<file path="config.mk">
export PLATFORM = sky130hd
export DESIGN_NAME = prio_encoder_seq
export DESIGN_NICKNAME = d
export VERILOG_FILES = /design/src/rtl/prio_encoder_seq.sv
export SDC_FILE = /design/constraint.sdc
export NUM_CORES = 1
export LEC_CHECK = 0
export CAP_MARGIN = 20
export CORE_AREA = 2 2 41 43
export DETAILED_ROUTE_END_ITERATION = 8
export DIE_AREA = 0 0 43 45
export GPL_ROUTABILITY_DRIVEN = 0
export PLACE_DENSITY_LB_ADDON = 0.25
export SLEW_MARGIN = 20
export SYNTH_ARGS = -nofsm -noshare
export SYNTH_HDL_FRONTEND = slang
export SYNTH_SLANG_ARGS = --single-unit
</file>
<file path="constraint.sdc">
create_clock -name clk -period 2.4 [get_ports clk]
set_input_delay 0.48 -clock clk [delete_from_list [all_inputs] [get_ports clk]]
set_output_delay 0.48 -clock clk [all_outputs]
set_load 0.02 [all_outputs]
</file>
<file path="src/rtl/prio_encoder_seq.sv">
// rtl/prio_encoder_seq.sv - sequential priority encoder with pending register and valid/ready output
//
// Purpose: collects request pulses into a pending register and hands out one
// granted index at a time over a valid/ready handshake. Fixed priority
// (highest set index wins) by default; define ROUND_ROBIN_EN to use a rotating
// search pointer instead.
//
// Ports:
//   clk        in   1  rising-edge clock
//   rst_n      in   1  asynchronous active-low reset
//   en         in   1  global enable, 0 freezes all state
//   req        in   N  request bits, OR-ed into pend on each enabled edge
//   out_ready  in   1  consumer accepts out_idx
//   out_valid  out  1  out_idx holds a granted index
//   out_idx    out  W  granted request index
//   pend       out  N  pending-request register
//   none       out  1  nothing pending and nothing presented
//
// Macro: ROUND_ROBIN_EN (optional round-robin arbitration)

module prio_encoder_seq #(
  parameter int N = 8
) (
  input  logic                 clk,
  input  logic                 rst_n,
  input  logic                 en,
  input  logic [N-1:0]         req,
  input  logic                 out_ready,
  output logic                 out_valid,
  output logic [$clog2(N)-1:0] out_idx,
  output logic [N-1:0]         pend,
  output logic                 none
);

  localparam int W = $clog2(N);

  logic         load;
  logic         any;
  logic [W-1:0] sel_idx;
  logic [N-1:0] clr;

  assign load = en & (~out_valid | out_ready);
  assign any  = |pend;
  assign none = ~any & ~out_valid;

`ifdef ROUND_ROBIN_EN
  logic [W-1:0] ptr;
  logic [W-1:0] lo_idx;
  logic         lo_found;
  logic [W-1:0] top_idx;

  // Downward scan from ptr with wrap: the highest set bit at or below ptr
  // wins; if none exists, the scan wraps and the highest set bit overall wins.
  always_comb begin
    lo_idx   = '0;
    lo_found = 1'b0;
    top_idx  = '0;
    for (int i = 0; i < N; i++) begin
      if (pend[i] && (W'(i) <= ptr)) begin
        lo_idx   = W'(i);
        lo_found = 1'b1;
      end
      if (pend[i]) begin
        top_idx = W'(i);
      end
    end
    sel_idx = lo_found ? lo_idx : top_idx;
  end

  always_ff @(posedge clk or negedge rst_n) begin
    if (!rst_n) begin
      ptr <= W'(N - 1);
    end else if (load && any) begin
      ptr <= (sel_idx == '0) ? W'(N - 1) : sel_idx - 1'b1;
    end
  end
`else
  // Fixed priority: later (higher) set bits overwrite earlier ones.
  always_comb begin
    sel_idx = '0;
    for (int i = 0; i < N; i++) begin
      if (pend[i]) begin
        sel_idx = W'(i);
      end
    end
  end
`endif

  // The granted bit is cleared, but a request arriving on the same edge
  // re-sets it because req is OR-ed in after the clear.
  always_comb begin
    clr = '0;
    if (load && any) begin
      clr = {{(N-1){1'b0}}, 1'b1} << sel_idx;
    end
  end

  always_ff @(posedge clk or negedge rst_n) begin
    if (!rst_n) begin
      pend      <= '0;
      out_valid <= 1'b0;
      out_idx   <= '0;
    end else if (en) begin
      pend <= (pend & ~clr) | req;
      if (load) begin
        out_valid <= any;
        if (any) begin
          out_idx <= sel_idx;
        end
      end
    end
  end

endmodule

</file>
* Word level (Yosys, flattened, before mapping)
Index checks and enable logic that the tools add are counted.
** Cells by class
- Shifts and indexed selects :: 1
- Multiplexer cells :: 8
- Reduce and logical (&&, ||, !) cells :: 4
- Bitwise logic cells :: 8
** Operators with widths (count)
- 3-bit 2-to-1 mux :: 5
- 8-bit bitwise AND :: 1
- 8-bit 2-to-1 mux :: 1
- 8-bit NOT :: 1
- 8-bit bitwise OR :: 1
- 8-bit OR reduction :: 1
- 1-bit by 3-bit << shifter with 8-bit output, first input constant :: 1
- 3-bit AND reduction :: 1
- 1-bit bitwise AND :: 2
- 2-bit 2-to-1 mux :: 1
- 1-bit NOT :: 2
- 2-bit AND reduction :: 1
- 1-bit logical AND :: 1
- 1-bit 2-to-1 mux :: 1
- 1-bit bitwise OR :: 1
** Word-level totals
- Register bits :: 12
- Bits of input ports :: 12
- Output and inout port bits :: 13
- Word-level logic and storage cells :: 24

* Depth between registers and ports, before layout
- Word-level depth :: 12
- Mapped depth :: 4

* Worst setup path after synthesis
Ideal clock, no wire load.
- Path type :: reg-to-output
- From :: reg pend[4]
- To :: out none
- Required time :: 1.920 ns
- Cell stages (with the launch flop) :: 4
- Setup slack :: 0.666 ns
- Path buffers :: 0
- Arrival time :: 1.254 ns
- Cells stage by stage :: dfrtp_1 -> nor4_4 -> nand2_1 -> nor2_1
** Between the ends
- Cells in the longest elaborated chain, start to end :: 3
** Ends and longest elaborated chain
- start, declared :: line 31 : output logic [N-1:0] pend,
- start signal, assigned :: line 104 : pend <= (pend & ~clr) | req;
- 8-bit OR reduction :: line 43 : assign any = |pend;
- 1-bit NOT :: line 44 : assign none = ~any & ~out_valid;
- 1-bit bitwise AND :: line 44
- end, declared :: line 32 : output logic none
Every way passes these cells.

* Worst setup path after layout
- From :: reg pend[1]
- To :: out none
The elaborated chain is that of the path after synthesis.

==> impl_metrics.csv <==
group,metric,value,unit
run_status,status,"finished clean",
sta,final_hold_viol_count,0,
clocking,cts_setup_buffers,0,
logic_synthesis,synth-main-ff-cell,"dfrtp_1",
pwr,ir_worst_vdd,431,uV
logic_synthesis,ys_seq_area_share,52.2,%
cells_and_area,syn_to_final_growth,53.7,%
clocking,cts_buffer_depth,2,
run,max_cap_viol_count,0,
cells_and_area,drive_gt1_share,13.8,%
sta,setup_viol,0,
cells_and_area,fin_util,60.1,%
sta,relSlewSlack,63.7,%
setup_path,r2r-end,"out_idx[0]$_DFFE_PN0P_",
cells_and_area,multi_input_area,262,um^2
logic_synthesis,yosys-top-cells-count,"dfrtp_1 (12), nand2_1 (9), o21ai_0 (9), inv_1 (4)",
sta,setup_slack,0.406,ns
setup_path,worstRegToRegCells,4,
cells_and_area,fin_cells,103,
logic_synthesis,synth_cell_types,21,
cells_and_area,n_antenna_cell,0,
route,drtIter0Drc,1,
logic_synthesis,synth_most_common_cell,"dfrtp_1",
global_routing,grt_overflow,0,
logic_synthesis,yosys-top-cells-area,"dfrtp_1 (52%), o21ai_0 (7.8%), nand2_1 (5.9%), a22o_1 (4.6%), nor4_4 (3.7%)",
sta,worst_pin_slew,0.543,ns
floorplanning,rows,14,
floorplanning,die_x,43,um
route,wl,1360,um
place,hpwl,1040,um
sta,clock_skew,0.00634,ns
clocking,htree_levels,1,
route,vias,534,
floorplanning,coreArea,0.00147,mm^2
setup_path,setup.worst_path.end_class,"output pin",
pwr,pwr-share-clk,23.1,%
sta,finalSetupTns,0,ns
sta,fmax,0.502,GHz
global_routing,antenna_found_initial,0,
setup_path,startpoint_type,"register",
hold_path,hold_path.class,"reg -> reg",
sta,finalCriticalPeriod,1.99,ns
logic_synthesis,avgSynthCellArea,9.92,um^2
place,placed_cells,100,
sta,fin_crit_sh,83.1,%
logic_synthesis,async_reset_ff_share,100,%
logic_synthesis,synth-edff-count,0,
floorplanning,io_pins,25,
route,vias_per_cell,5.18,
logic_synthesis,yosys_warnings,0,
clocking,clk_latency,0.26,ns
floorplanning,start_util,39.1,%
clocking,cts_buffers,3,
pwr,p_switching,0.000160,W
logic_synthesis,mappedNetlistNets,70,
logic_synthesis,netlist_area,576,um^2
global_routing,grtUsageTotal,16.9,%
clocking,clkTransAtPathRegs,0.08,ns
place,numPortBuffers,24,
clocking,cts_hold_buffers,0,
cells_and_area,fillers,128,
floorplanning,die-area,0.00194,mm^2
setup_path,worstSetupPathType,"reg -> out",
global_routing,grt_pass1_wl,2390,um
route,drc,0,
clocking,cts.sinks,12,
setup_path,r2r_slack,0.89,ns
cells_and_area,nNetsFinal,101,
route,wire_per_inst,13.2,um
place,post_dp_cell_area,853,um^2
logic_synthesis,synth_cells,58,
setup_path,endpoint,"none",
sta,maxSlewViolCount,0,
route,ant_nets,0,
route,firstDrtPassIters,3,
pwr,p_int,0.000360,W
logic_synthesis,synth.top_cell.area_share,52.2,%
setup_path,startpoint,"pend[1]$_DFFE_PN0P_",
logic_synthesis,ys_seq_elements,12,
setup_path,crit_arrival,1.51,ns
setup_path,cp_max_fo,5,
place,place_ws,0.206,ns
cells_and_area,final_area,885,um^2
logic_synthesis,synth_top_area_cell,"dfrtp_1",
pwr,switching_share,30.7,%
global_routing,grt_pass1_vias,556,
floorplanning,die_h,45,um
pwr,p_leak,0.388,nW
pwr,p_per_area,588,mW/mm^2
sta,rsz0062_at_grt,"no",
setup_path,cp.required,1.92,ns
pwr,pwr-share-comb,28.0,%
clocking,cts.root.buffer_cell,"clkbuf_4",
clocking,cts_tree,"yes",
global_routing,grt_max_degree,13,
cells_and_area,seq_area,300,um^2
setup_path,reg2reg_from,"pend[1]$_DFFE_PN0P_",
pwr,seq_power_share,48.9,%
==> per-stage QoR <==
step,total power (W),hold slack [ns]
2_1_floorplan,0.000319,0.184
3_3_place_gp,0.000403,0.489
3_5_place_dp,0.000405,0.510
4_1_cts,0.000525,0.525
5_1_grt,0.000548,0.535
6_report,0.000520,0.514
==> layout make-up <==
type / count / share of cell area [%]
inverter: 4 / 1.70
sequential: 12 / 33.9
tap: 16 / 2.26
clock buffer: 3 / 2.55
multi-input combinational: 41 / 29.6
timing repair buffer: 27 / 30.0
==> cells in the final DEF, fill, tap and decap left out, drive strengths merged, types with 2 or more instances in the layout <==
cell	netlist	layout
clkdlybuf4s50	0	23
dfrtp	12	12
nand2	9	9
o21ai	9	9
a22o	5	5
inv	4	4
nor2	3	3
clkbuf	0	3
buf	1	3
nor3	2	2
a21oi	2	2
nor4	2	2
nand3	2	2
==> critical path: stages, from the launching register on <==
cell            delay, ns
dfrtp_1              0.42
nor4_2               0.39
nand2_1              0.12
nor2_1               0.09
dlymetal6s2s_1       0.23
==> power by group through the flow <==
stage                     Combinational [W]  Clock, W  Sequential [W]
after floorplan                   0.0000345         0        0.000284
after global placement             0.000145         0        0.000258
after detailed placement           0.000146         0        0.000259
after CTS                          0.000147  0.000123        0.000255
after global routing               0.000159  0.000129        0.000260
final                              0.000145  0.000120        0.000254
==> timing repair <==
| item | in CTS | in global routing |
|---|---|---|
| gates resized for setup | 1 | 1 |
| hold endpoints to repair | 0 | 0 |
| endpoints found under the setup margin | 1 | 1 |
==> metal layers <==
layer	share of wire, %	global-route usage (%)	up-vias
met1	48	21.8	245
met5	0	0	-
met3	4.9	1.60	2
met2	45	27.3	19
met4	1.4	10.9	0
li1	-	-	268
==> worst min path at each step <==
stage / slack (ns) / to / cells past startpoint / start
2_1_floorplan: 0.18 / out_idx[0]$_DFFE_PN0P_ / 0 / rst_n
3_3_place_gp: 0.49 / out_idx[0]$_DFFE_PN0P_ / 1 / out_idx[0]$_DFFE_PN0P_
3_5_place_dp: 0.51 / out_idx[0]$_DFFE_PN0P_ / 1 / out_idx[0]$_DFFE_PN0P_
4_1_cts: 0.53 / out_idx[1]$_DFFE_PN0P_ / 2 / out_idx[1]$_DFFE_PN0P_
5_1_grt: 0.53 / out_idx[0]$_DFFE_PN0P_ / 1 / out_idx[0]$_DFFE_PN0P_
6_report: 0.51 / out_idx[0]$_DFFE_PN0P_ / 1 / out_idx[0]$_DFFE_PN0P_
==> cells by family after synthesis <==
family                 count (synthesis)  synth area share (%)
AOI/OAI and AO/OA                     18                  20.2
muxes                                  1                  1.96
and+or+nand+nor                       22                  22.2
buffers and inverters                  5                  3.48
DFF                                   12                  52.2
==> sequential cells by signal, indices dropped and copies added (netlist names) <==
register   flops
out_valid      1
pend           8
out_idx        3
Note: power is estimated with default switching activity, not from simulation.
